## config.mk

```make
export PLATFORM = sky130hd
export DESIGN_NAME = ifu_prefetch
export DESIGN_NICKNAME = d
export VERILOG_FILES = /design/src/rtl/ifu_prefetch.sv
export SDC_FILE = /design/constraint.sdc
export NUM_CORES = 1
export LEC_CHECK = 0
export BUFFER_PORTS_ARGS = -buffer_cell sky130_fd_sc_hd__buf_2
export CAP_MARGIN = 20
export CORE_MARGIN = 1.5
export CORE_UTILIZATION = 45
export DETAILED_ROUTE_END_ITERATION = 8
export GPL_ROUTABILITY_DRIVEN = 1
export SYNTH_ARGS = -nofsm -noshare
export SYNTH_HDL_FRONTEND = slang
export SYNTH_SLANG_ARGS = --single-unit
```

## constraint.sdc

```tcl
create_clock -name clk -period 9 [get_ports clk]
set_input_delay 0.9 -clock clk [delete_from_list [all_inputs] [get_ports clk]]
set_output_delay 0.9 -clock clk [all_outputs]
set_load 0.02 [all_outputs]
```

## src/rtl/ifu_prefetch.sv

```systemverilog
// ifu_prefetch: instruction prefetch unit with a small in-order fetch queue.
// Issues one instruction-memory read at a time from the fetch PC, turns
// out-of-range or misaligned fetch addresses into address-error entries
// without touching memory, and flushes and restarts on redirect.
//
// Optional feature: define IFU_BYPASS_EN to let a response that arrives while
// the queue is empty appear on out_* in the same cycle as mem_ack.
//
// state | meaning
// ------+-------------------------------------------------------------
// IDLE  | no request outstanding; may issue or enqueue an address error
// WAIT  | request for fpc outstanding; its response will be enqueued
// DROP  | request outstanding but made stale by a redirect; discard it
module ifu_prefetch #(
    parameter logic [31:0] RESET_PC = 32'h00003000,
    parameter logic [31:0] TEXT_LO  = 32'h00003000,
    parameter logic [31:0] TEXT_HI  = 32'h00004fff,
    parameter int unsigned DEPTH    = 4
) (
    input  logic        clk,
    input  logic        reset,
    input  logic        redirect,
    input  logic [31:0] redirect_pc,
    output logic        mem_req,
    output logic [31:0] mem_addr,
    input  logic        mem_ack,
    input  logic [31:0] mem_rdata,
    output logic        out_valid,
    input  logic        out_ready,
    output logic [31:0] out_pc,
    output logic [31:0] out_instr,
    output logic        out_adel
);

    localparam int unsigned   PW      = (DEPTH > 1) ? $clog2(DEPTH) : 1;
    localparam int unsigned   CW      = PW + 1;
    localparam logic [CW-1:0] DEPTH_C = CW'(DEPTH);

    typedef enum logic [1:0] {
        S_IDLE = 2'd0,
        S_WAIT = 2'd1,
        S_DROP = 2'd2
    } state_t;

    state_t        state_q,    state_d;
    logic [31:0]   fpc_q,      fpc_d;
    logic [31:0]   req_addr_q, req_addr_d;
    logic [CW-1:0] count_q,    count_d;
    logic [PW-1:0] wr_ptr_q,   wr_ptr_d;
    logic [PW-1:0] rd_ptr_q,   rd_ptr_d;

    logic [31:0]   q_pc_q    [DEPTH];
    logic [31:0]   q_instr_q [DEPTH];
    logic          q_adel_q  [DEPTH];

    logic          fpc_err;
    logic          q_valid;
    logic          enq;
    logic          deq;
    logic          flush;
    logic [31:0]   enq_instr;
    logic          enq_adel;
`ifdef IFU_BYPASS_EN
    logic          byp_valid;
`endif

    assign fpc_err = (fpc_q[1:0] != 2'b00) || (fpc_q < TEXT_LO) || (fpc_q > TEXT_HI);
    assign q_valid = (count_q != '0);
    assign deq     = q_valid && out_ready;

    // The request stays up with the address captured at issue time, so a
    // redirect while it is outstanding cannot disturb the memory handshake.
    assign mem_req  = (state_q != S_IDLE);
    assign mem_addr = req_addr_q;

    // Next-state: FSM transitions, fetch PC update and queue write request.
    always_comb begin
        state_d    = state_q;
        fpc_d      = fpc_q;
        req_addr_d = req_addr_q;
        enq        = 1'b0;
        enq_instr  = '0;
        enq_adel   = 1'b0;
        flush      = 1'b0;
`ifdef IFU_BYPASS_EN
        byp_valid  = 1'b0;
`endif
        case (state_q)
            S_IDLE: begin
                if (redirect) begin
                    flush = 1'b1;
                    fpc_d = redirect_pc;
                end else if (count_q < DEPTH_C) begin
                    if (fpc_err) begin
                        enq      = 1'b1;
                        enq_adel = 1'b1;
                        fpc_d    = fpc_q + 32'd4;
                    end else begin
                        state_d    = S_WAIT;
                        req_addr_d = fpc_q;
                    end
                end
            end
            S_WAIT: begin
                if (redirect) begin
                    flush   = 1'b1;
                    fpc_d   = redirect_pc;
                    state_d = mem_ack ? S_IDLE : S_DROP;
                end else if (mem_ack) begin
                    state_d   = S_IDLE;
                    fpc_d     = fpc_q + 32'd4;
                    enq       = 1'b1;
                    enq_instr = mem_rdata;
`ifdef IFU_BYPASS_EN
                    if (!q_valid) begin
                        byp_valid = 1'b1;
                        enq       = !out_ready;
                    end
`endif
                end
            end
            S_DROP: begin
                if (redirect) begin
                    flush = 1'b1;
                    fpc_d = redirect_pc;
                end
                if (mem_ack) begin
                    state_d = S_IDLE;
                end
            end
            default: begin
                state_d = S_IDLE;
            end
        endcase
    end

    // Next-state: queue pointers and occupancy.
    always_comb begin
        wr_ptr_d = wr_ptr_q;
        rd_ptr_d = rd_ptr_q;
        count_d  = count_q;
        if (flush) begin
            wr_ptr_d = '0;
            rd_ptr_d = '0;
            count_d  = '0;
        end else begin
            if (enq) begin
                wr_ptr_d = wr_ptr_q + PW'(1);
            end
            if (deq) begin
                rd_ptr_d = rd_ptr_q + PW'(1);
            end
            if (enq && !deq) begin
                count_d = count_q + CW'(1);
            end else if (!enq && deq) begin
                count_d = count_q - CW'(1);
            end
        end
    end

    // State register for the FSM, fetch PC and queue bookkeeping.
    always_ff @(posedge clk) begin
        if (reset) begin
            state_q    <= S_IDLE;
            fpc_q      <= RESET_PC;
            req_addr_q <= RESET_PC;
            count_q    <= '0;
            wr_ptr_q   <= '0;
            rd_ptr_q   <= '0;
        end else begin
            state_q    <= state_d;
            fpc_q      <= fpc_d;
            req_addr_q <= req_addr_d;
            count_q    <= count_d;
            wr_ptr_q   <= wr_ptr_d;
            rd_ptr_q   <= rd_ptr_d;
        end
    end

    // Queue storage; contents are only meaningful under count_q, so no reset.
    always_ff @(posedge clk) begin
        if (enq) begin
            q_pc_q[wr_ptr_q]    <= fpc_q;
            q_instr_q[wr_ptr_q] <= enq_instr;
            q_adel_q[wr_ptr_q]  <= enq_adel;
        end
    end

    // Head of queue drives the decode interface; all zeros when empty.
    always_comb begin
        out_valid = q_valid;
        out_pc    = '0;
        out_instr = '0;
        out_adel  = 1'b0;
        if (q_valid) begin
            out_pc    = q_pc_q[rd_ptr_q];
            out_instr = q_instr_q[rd_ptr_q];
            out_adel  = q_adel_q[rd_ptr_q];
        end
`ifdef IFU_BYPASS_EN
        if (byp_valid) begin
            out_valid = 1'b1;
            out_pc    = fpc_q;
            out_instr = mem_rdata;
            out_adel  = 1'b0;
        end
`endif
    end

endmodule

```

==> results by group, run 1 <==
Clock tree
  • Clock Path Buffers: 3
  • Clk Latency, worst-skew pair: 0.51 ns
  • H-tree depth: 2
  • CTS tree: yes
  • CTS buffer count: 36
  • Hold Buf Count CTS: 0
  • Total clock sinks: 335
  • Post-CTS setup buffer count: 0
  • Clk root buf: clkbuf_16
  • Clock transition at path regs: 0.06 ns
  • Post-CTS resize count: 0

Synth
  • Synthesized area per cell: 15.6 µm²
  • Synth cell types: 72
  • Cells after synthesis: 881
  • Post-synth EDFFs: 260
  • Area of the mapped netlist: 0.0137 mm²
  • #FFs+latches synth: 335
  • Primary FF master, synth: edfxtp_1
  • Synth async-reset ratio: 0%
  • Post-synthesis sequential area ratio: 67.7%
  • Syn_nets: 957
  • Synth Warn #: 0

GRT
  • First-pass GRT wire length: 45800 µm
  • Vias in the first global route: 7956
  • Initial antenna violation count: 1
  • Largest net degree at the start of global routing: 66
  • Grt ovf: 0
  • All-Layer GR Usage: 19.1%

Cells and area
  • Non-Filler Instances: 1456
  • Commonest non-fill, non-tap cell in the layout: edfxtp_1
  • Area growth, synth to finish: 16.9%
  • Fillcell total: 2494
  • Final net count: 1113
  • Utilization after layout: 53.8%
  • Share of cells above drive strength 1: 29.9%
  • Post-route cell area: 0.0161 mm²
  • Commonest cells after routing, fill and taps aside: 260 x edfxtp_1, 167 x buf_2, 123 x and2_1

Power and ir drop
  • Net Sw Frac: 23.7%
  • Sequential share of power: 49.8%
  • Power, Total: 0.00358 W
  • Clock power frac: 39.6%
  • Total net switching power: 0.000849 W
  • Pint: 0.00273 W
  • Static leakage: 5.66 nW
  • VDD IR-drop max: 0.141 mV
  • Cell Pwr Density: 223 mW/mm²
  • Comb power frac: 10.6%

Route
  • Drt drc: 0
  • First-pass detailed-route iteration total: 5
  • ANT nets after route: 0
  • Vias per std cell: 5.50
  • DR iter-0 viols: 521
  • Total detailed-routing wirelength: 29200 µm
  • Vias: 8002
  • WL per Instance: 20.1 µm

Worst setup path
  • Crit path DAT: 2.93 ns
  • Cells on worst reg2reg path: 10
  • Required time of the critical path: 8.10 ns
  • Crit end category: primary output
  • CP max-delay cell: buf_4
  • Max FO, Critical Path: 47
  • R2R Path End: count_q[2]
  • Critical Path Source Type: flop
  • CP cell instances: buf_4 -> mux4_2 -> and2_1 -> buf_2
  • Worst Path Buf+Inv: 2
  • Reg-to-reg startpoint: fpc_q[14]
  • R2r setup slk: 5.88 ns
  • Critical path type: reg2out
  • Crit-path leading delay family: buffers and inverters
  • Slowest stage delay, CP: 0.81 ns

STA
  • RSZ-0062 raised after global routing: false
  • Hold Vio Cnt, Final: 0
  • Setup violators final: 0
  • Final worst path period need: 3.83 ns
  • Worst Tran Pin Value: 1.06 ns
  • Fin crit share: 42.6%
  • Rel. slew slack: 29.3%
  • Clock Skew: 0.0138 ns
  • Setup TNS: 0 ns
  • Max Slew Vio Count: 0
  • Maximum clock frequency: 0.261 GHz

Placement
  • Routability cong.: 0.817
  • Placed cell count: 1388
  • Placed inst area: 0.0149 mm²
  • Final HPWL DP: 17400 µm
  • Port Buffer Count: 167

Floorplanning
  • Die area: 0.0316 mm²
  • I/O pin count: 168
  • Total core area: 0.0299 mm²
  • Cell row count: 63
  • Die width: 178 µm
  • Height of the chip: 178 µm
  • Initial core utilization: 46.0%

Flow run
  • Maxcap violations: 0

Min path
  • WHS Endpoint: mem_addr[22]
  • Hold Crit Class: reg2reg
  • Hold path cells: 1
  • Hold Startpoint: mem_addr[22]

Status
  • Outcome: completed
worst max path at each step:
| stage | startpoint | end | cells after the start |
|---|---|---|---|
| floorplan | redirect | q_adel_q[0] | 5 |
| global route | flop | out_pc[8] | 4 |
| detailed placement | redirect | q_pc_q[0][20] | 5 |
| CTS | flop | out_pc[6] | 4 |
| global placement | redirect | q_pc_q[0][18] | 5 |
| finish | flop | out_pc[6] | 4 |
power groups by stage:
stage	combinational (W)	sequential [W]	clock, W
2_1_floorplan	0.000270	0.00179	0
4_1_cts	0.000388	0.00178	0.00145
3_5_place_dp	0.000386	0.00182	0
3_3_place_gp	0.000386	0.00181	0
5_1_grt	0.000416	0.00179	0.00151
6_report	0.000381	0.00178	0.00142
logic make-up (layout without fill, tap and decap cells):
group / Yosys count / count (layout) / synth area share, %
buffers and inverters: 68 / 252 / 2.17
xor gates and xnor gates: 4 / 4 / 0.255
AOI/OAI and AO/OA: 115 / 115 / 5.74
adders and majority gates: 7 / 7 / 0.692
other: 0 / 1 / 0
and+or+nand+nor: 273 / 273 / 11.7
muxes: 79 / 79 / 11.7
DFF: 335 / 335 / 67.7
worst register-to-register path, delay by kind of cell (launching register included):
family / cells / cell delay (ns)
xor+xnor: 1 / 0.15
buf+inv: 1 / 0.06
simple gates: 3 / 0.80
flops: 1 / 0.66
compound gates: 3 / 0.78
fa+ha+maj: 2 / 0.60
state kept, by name, summed over array words and instances, names as in the netlist, named ones only:
| name | count |
|---|---|
| count_q | 3 |
| fpc_q | 32 |
| mem_addr | 32 |
| q_adel_q | 4 |
| q_instr_q | 128 |
| q_pc_q | 128 |
| rd_ptr_q | 2 |
| state_q | 2 |
| wr_ptr_q | 2 |
layout make-up:
type	count	area (µm²)	area share [%]
tap	390	488	3.04
sequential	335	9320	58.0
clock buffer	53	1020	6.33
timing repair buffer	174	901	5.61
antenna	1	2.50	0.0156
multi-input combinational	478	4170	26.0
clock inverter	13	124	0.771
inverter	12	45.0	0.280
routing by layer:
metal,routed length (µm),track usage [%],share of wire [%],vias to the layer above
li1,-,-,-,3723
met1,13300,27.2,46,3983
met2,13800,30.7,47,258
met3,1600,3.11,5.5,38
met4,500,4.87,1.7,0
met5,0,0,0,-
per-stage QoR:
stage                     hold slack, ns  setup slack [ns]
after floorplan                    0.455              5.25
after global placement             0.437              5.59
after detailed placement           0.439              5.59
after CTS                          0.457              5.05
after global routing               0.469              4.93
final                              0.453              5.17
cell usage after synthesis (12+ instances only):
master | count | area [µm²]
nor2_1 | 29 | 109
edfxtp_1 | 260 | 7810
and2_1 | 127 | 795
buf_2 | 15 | 75.1
o21ai_0 | 23 | 115
mux2i_1 | 14 | 140
nor4_1 | 12 | 75.1
nand2_1 | 31 | 116
nand4_1 | 12 | 75.1
dfxtp_1 | 75 | 1500
mux4_2 | 65 | 1460
nand3_1 | 12 | 60.1
a21oi_1 | 34 | 170
clkbuf_1 | 31 | 116
Power figures use the tool's default switching activity.
==> inputs of run 2 (changes only) <==
- clock period: 9 -> 3.91 ns (I/O delays scaled with it)
==> results by group, run 2 (synthesis gave the netlist of run 1 again) <==
Clock tree
  • H-tree depth: 2
  • Total clock sinks: 335
  • Post-CTS resize count: 0
  • CTS buffer count: 37
  • Hold Buf Count CTS: 0
  • Clock transition at path regs: 0.06 ns
  • Post-CTS setup buffer count: 0
  • CTS tree: yes
  • Clk Latency, worst-skew pair: 0.52 ns
  • Clk root buf: clkbuf_16
  • Clock Path Buffers: 3

Worst setup path
  • Crit end category: primary output
  • Max FO, Critical Path: 28
  • Slowest stage delay, CP: 0.74 ns
  • Critical path depth in cells: 4
  • CP max-delay cell: dfxtp_4
  • Crit path DAT: 2.56 ns
  • Cells on worst reg2reg path: 10
  • CP cell instances: buf_4 -> mux4_2 -> and2_1 -> buf_2
  • Critical Path Source Type: flop
  • Crit-path leading delay family: flip-flops
  • Worst Path Buf+Inv: 2
  • Critical path type: reg2out
  • Required time of the critical path: 3.52 ns

STA
  • Setup violators final: 0
  • Rel. slew slack: 32.8%
  • PnR worst setup slack: 0.960 ns
  • Maximum clock frequency: 0.339 GHz
  • Setup TNS: 0 ns
  • Fin crit share: 75.5%
  • Clock Skew: 0.0131 ns
  • Max Slew Vio Count: 0
  • RSZ-0062 raised after global routing: false
  • Hold Vio Cnt, Final: 0
  • Worst Tran Pin Value: 1.01 ns
  • Final worst path period need: 2.95 ns

Power and ir drop
  • Pint: 0.00659 W
  • Clock power frac: 41.7%
  • Cell Pwr Density: 527 mW/mm²
  • VDD IR-drop max: 0.293 mV
  • Comb power frac: 10.6%
  • Total net switching power: 0.00201 W
  • Static leakage: 5.78 nW
  • Sequential share of power: 47.7%
  • Net Sw Frac: 23.4%
  • Power, Total: 0.00860 W

Min path
  • Hold path cells: 2
  • Hold Crit Class: in2reg

Placement
  • Placed inst area: 0.0150 mm²
  • Port Buffer Count: 167
  • Final HPWL DP: 19200 µm
  • Pre-CTS WS: 1.03 ns
  • Routability cong.: 0.827

GRT
  • All-Layer GR Usage: 20.3%
  • Initial antenna violation count: 1
  • Largest net degree at the start of global routing: 68
  • Grt ovf: 0
  • GR Layer Usage met3: 3.08%
  • First-pass GRT wire length: 48100 µm
  • GR Util met1: 28.4%
  • Met2 usage: 33.4%
  • Vias in the first global route: 8216
  • Most Crowded Layer GR: met2

Route
  • Vias per std cell: 5.47
  • First-pass detailed-route iteration total: 5
  • ANT nets after route: 0
  • WL per Instance: 21.1 µm
  • Vias: 8024
  • DR iter-0 viols: 563
  • Total detailed-routing wirelength: 30900 µm
  • Drt drc: 0

Floorplanning
  • Height of the chip: 178 µm
  • Total core area: 0.0299 mm²
  • Die area: 0.0316 mm²
  • Cell row count: 63
  • Die width: 178 µm
  • I/O pin count: 168
  • Initial core utilization: 46.0%

Status
  • Outcome: completed

Cells and area
  • Area growth, synth to finish: 18.8%
  • Final net count: 1124
  • Post-route cell area: 0.0163 mm²
  • Commonest cells after routing, fill and taps aside: 260 x edfxtp_1, 167 x buf_2, 123 x and2_1
  • Share of cells above drive strength 1: 30.9%
  • Biggest regs: q_instr_q x128, q_pc_q x128
  • Commonest non-fill, non-tap cell in the layout: edfxtp_1

Flow run
  • Maxcap violations: 0
## run 2: cell count changes in the layout (fill, tap and decap cells not counted)
| cell | change |
|---|---|
| clkbuf_16 | +2 |
| buf_12 | +4 |
| clkbuf_1 | -6 |
| clkinv_1 | +3 |
| buf_4 | +6 |
| bufinv_16 | +3 |
| inv_6 | +1 |
| clkinv_4 | +1 |
| clkinv_2 | -5 |
| clkinvlp_4 | +1 |
| clkbuf_8 | +1 |
## run 2: power groups by stage
stage          registers, W  logic, W  clock network (W)
2_1_floorplan       0.00412  0.000622                  0
3_3_place_gp        0.00417  0.000922                  0
3_5_place_dp        0.00418  0.000925                  0
4_1_cts             0.00410  0.000930            0.00367
5_1_grt             0.00412  0.000995            0.00381
6_report            0.00410  0.000912            0.00358
## run 2: area by class of cell
cell class                 instances  area [µm²]
clock buffer                      50        1060
timing repair buffer             184        1030
clock inverter                    17         225
antenna                            1        2.50
fill                            2427       13500
sequential                       335        9320
tap                              390         488
inverter                          12        45.0
multi-input combinational        478        4170
## run 2: final timing paths
check             slack [ns]            to          from
hold / removal          0.11    state_q[1]       mem_ack
setup / recovery        0.96    out_pc[25]          flop
setup reg to reg        1.02    count_q[2]    state_q[1]
hold reg to reg         0.45  mem_addr[13]  mem_addr[13]
## run 2: stage by stage
step	util [%]	hold WS [ns]	std cells
floorplan	-	0.455	881
global placement	50.4	0.432	1399
detailed placement	50.4	0.438	1399
CTS	54.6	0.0968	1466
global route	54.6	0.111	1466
finish	54.7	0.113	1467
## run 2: layer usage
metal,share of wire (%),vias up
met4,1.5,0
met1,45,3969
met5,0,-
met3,5.3,35
met2,48,269
li1,-,3751
==> inputs of run 3 (changes only) <==
- PLACE_DENSITY: default -> 0.67
- clock period: 3.91 -> 2.54 ns (I/O delays scaled with it)
==> results by group, run 3 (synthesis gave the netlist of run 1 again) <==
Route
  • ANT nets after route: 0
  • Vias per std cell: 5.56
  • Vias: 8416
  • Drt drc: 0
  • WL per Instance: 20.4 µm
  • First-pass detailed-route iteration total: 5
  • DR iter-0 viols: 686
  • Total detailed-routing wirelength: 30900 µm

GRT
  • Largest net degree at the start of global routing: 68
  • Vias in the first global route: 8461
  • First-pass GRT wire length: 47900 µm
  • All-Layer GR Usage: 20.1%
  • Grt ovf: 0
  • Initial antenna violation count: 1

STA
  • Worst Tran Pin Value: 0.673 ns
  • Setup violators final: 0
  • Final worst path period need: 2.43 ns
  • RSZ-0062 raised after global routing: true
  • Rel. slew slack: 54.7%
  • Fin crit share: 95.7%
  • Maximum clock frequency: 0.411 GHz
  • PnR worst setup slack: 0.109 ns
  • Max Slew Vio Count: 0
  • Setup TNS: 0 ns
  • Clock Skew: 0.0237 ns
  • Hold Vio Cnt, Final: 0

Cells and area
  • Fillcell total: 2364
  • Area growth, synth to finish: 21.9%
  • Commonest cells after routing, fill and taps aside: 260 x edfxtp_1, 167 x buf_2, 123 x and2_1
  • Area of the multi-input gates: 0.00419 mm²
  • Post-route cell area: 0.0167 mm²
  • Commonest non-fill, non-tap cell in the layout: edfxtp_1
  • Ant. Diodes: 0
  • Share of cells above drive strength 1: 34.2%
  • Reg area: 0.00932 mm²
  • Final net count: 1172
  • Biggest regs: q_instr_q x128, q_pc_q x128

Clock tree
  • Post-CTS setup buffer count: 0
  • CTS buffer count: 36
  • Clock Path Buffers: 3
  • Clk Latency, worst-skew pair: 0.52 ns
  • H-tree depth: 2
  • Clk root buf: clkbuf_16
  • CTS tree: yes
  • Clock transition at path regs: 0.05 ns
  • Total clock sinks: 335

Floorplanning
  • Die area: 0.0316 mm²
  • Die width: 178 µm
  • Cell row count: 63
  • Total core area: 0.0299 mm²
  • I/O pin count: 168
  • Height of the chip: 178 µm
  • Initial core utilization: 46.0%

Power and ir drop
  • Cell Pwr Density: 780 mW/mm²
  • Comb power frac: 12.1%
  • Total net switching power: 0.00311 W
  • Static leakage: 6.01 nW
  • VDD IR-drop max: 0.427 mV
  • Clock power frac: 40.2%
  • Sequential share of power: 47.7%
  • Net Sw Frac: 23.8%
  • Pint: 0.00995 W

Placement
  • Routability cong.: 0.910
  • Placed inst area: 0.0155 mm²
  • Port Buffer Count: 167
  • Final HPWL DP: 20000 µm
  • Pre-CTS WS: 0.0590 ns

Min path
  • Hold Crit Class: in2reg

Worst setup path
  • Crit end category: primary output
  • Crit path DAT: 2.18 ns
  • Required time of the critical path: 2.29 ns
  • Max FO, Critical Path: 28
  • Critical Path Source Type: flop
  • Critical path type: reg2out

Flow run
  • Maxcap violations: 0

Status
  • Outcome: completed
[run 3: timing repair]
action / in CTS / in global routing
hold buffers: 1 / 0
endpoints found under the setup margin: 0 / 7
hold endpoints to repair: 1 / 0
gates resized for setup: 0 / 6
[run 3: per-stage QoR]
step                      power [W]  hold WS [ns]  std cells  utilization (%)
after detailed placement    0.00794         0.439       1447             51.9
final                        0.0131        0.0359       1514             56.1
after global routing         0.0136        0.0243       1514             56.1
after CTS                    0.0132        0.0258       1514             56.0
after global placement      0.00792         0.436       1447             51.9
after floorplan             0.00731         0.332        881                -
[run 3: worst paths after layout]
kind,endpoint,slack (ns),cells after the start,startpoint
setup / recovery,out_instr[1],0.11,4,flop
hold / removal,fpc_q[1],0.04,3,redirect_pc[1]
setup reg to reg,count_q[2],0.11,10,state_q[0]
hold reg to reg,mem_addr[23],0.45,1,mem_addr[23]
[run 3: power by group through the flow]
stage               sequential (W)  combinational, W  clock (W)
detailed placement         0.00636           0.00159          0
CTS                        0.00624           0.00160    0.00534
global route               0.00626           0.00172    0.00558
global placement           0.00634           0.00158          0
finish                     0.00624           0.00158    0.00525
floorplan                  0.00634          0.000962          0
[run 3: area by class of cell]
cell class                      count  share of cell area (%)
Clock buffer                       48                    5.90
Clock inverter                     18                    1.28
Inverter                           12                   0.269
Multi-Input combinational cell    478                    25.0
Sequential cell                   335                    55.6
Tap cell                          390                    2.91
Timing Repair Buffer              233                    8.98
[run 3: critical path, cell delays in order (launching register included)]
cell     delay (ns)
dfxtp_4        0.46
buf_12         0.28
mux4_2         0.54
and2_1         0.20
buf_2          0.16
[run 3: per-layer routing]
metal	track usage (%)	vias up	wire length, µm
li1	-	3839	-
met1	27.5	4175	13100
met2	33.3	350	14900
met3	3.53	50	2280
met4	4.94	2	558
met5	0	-	12
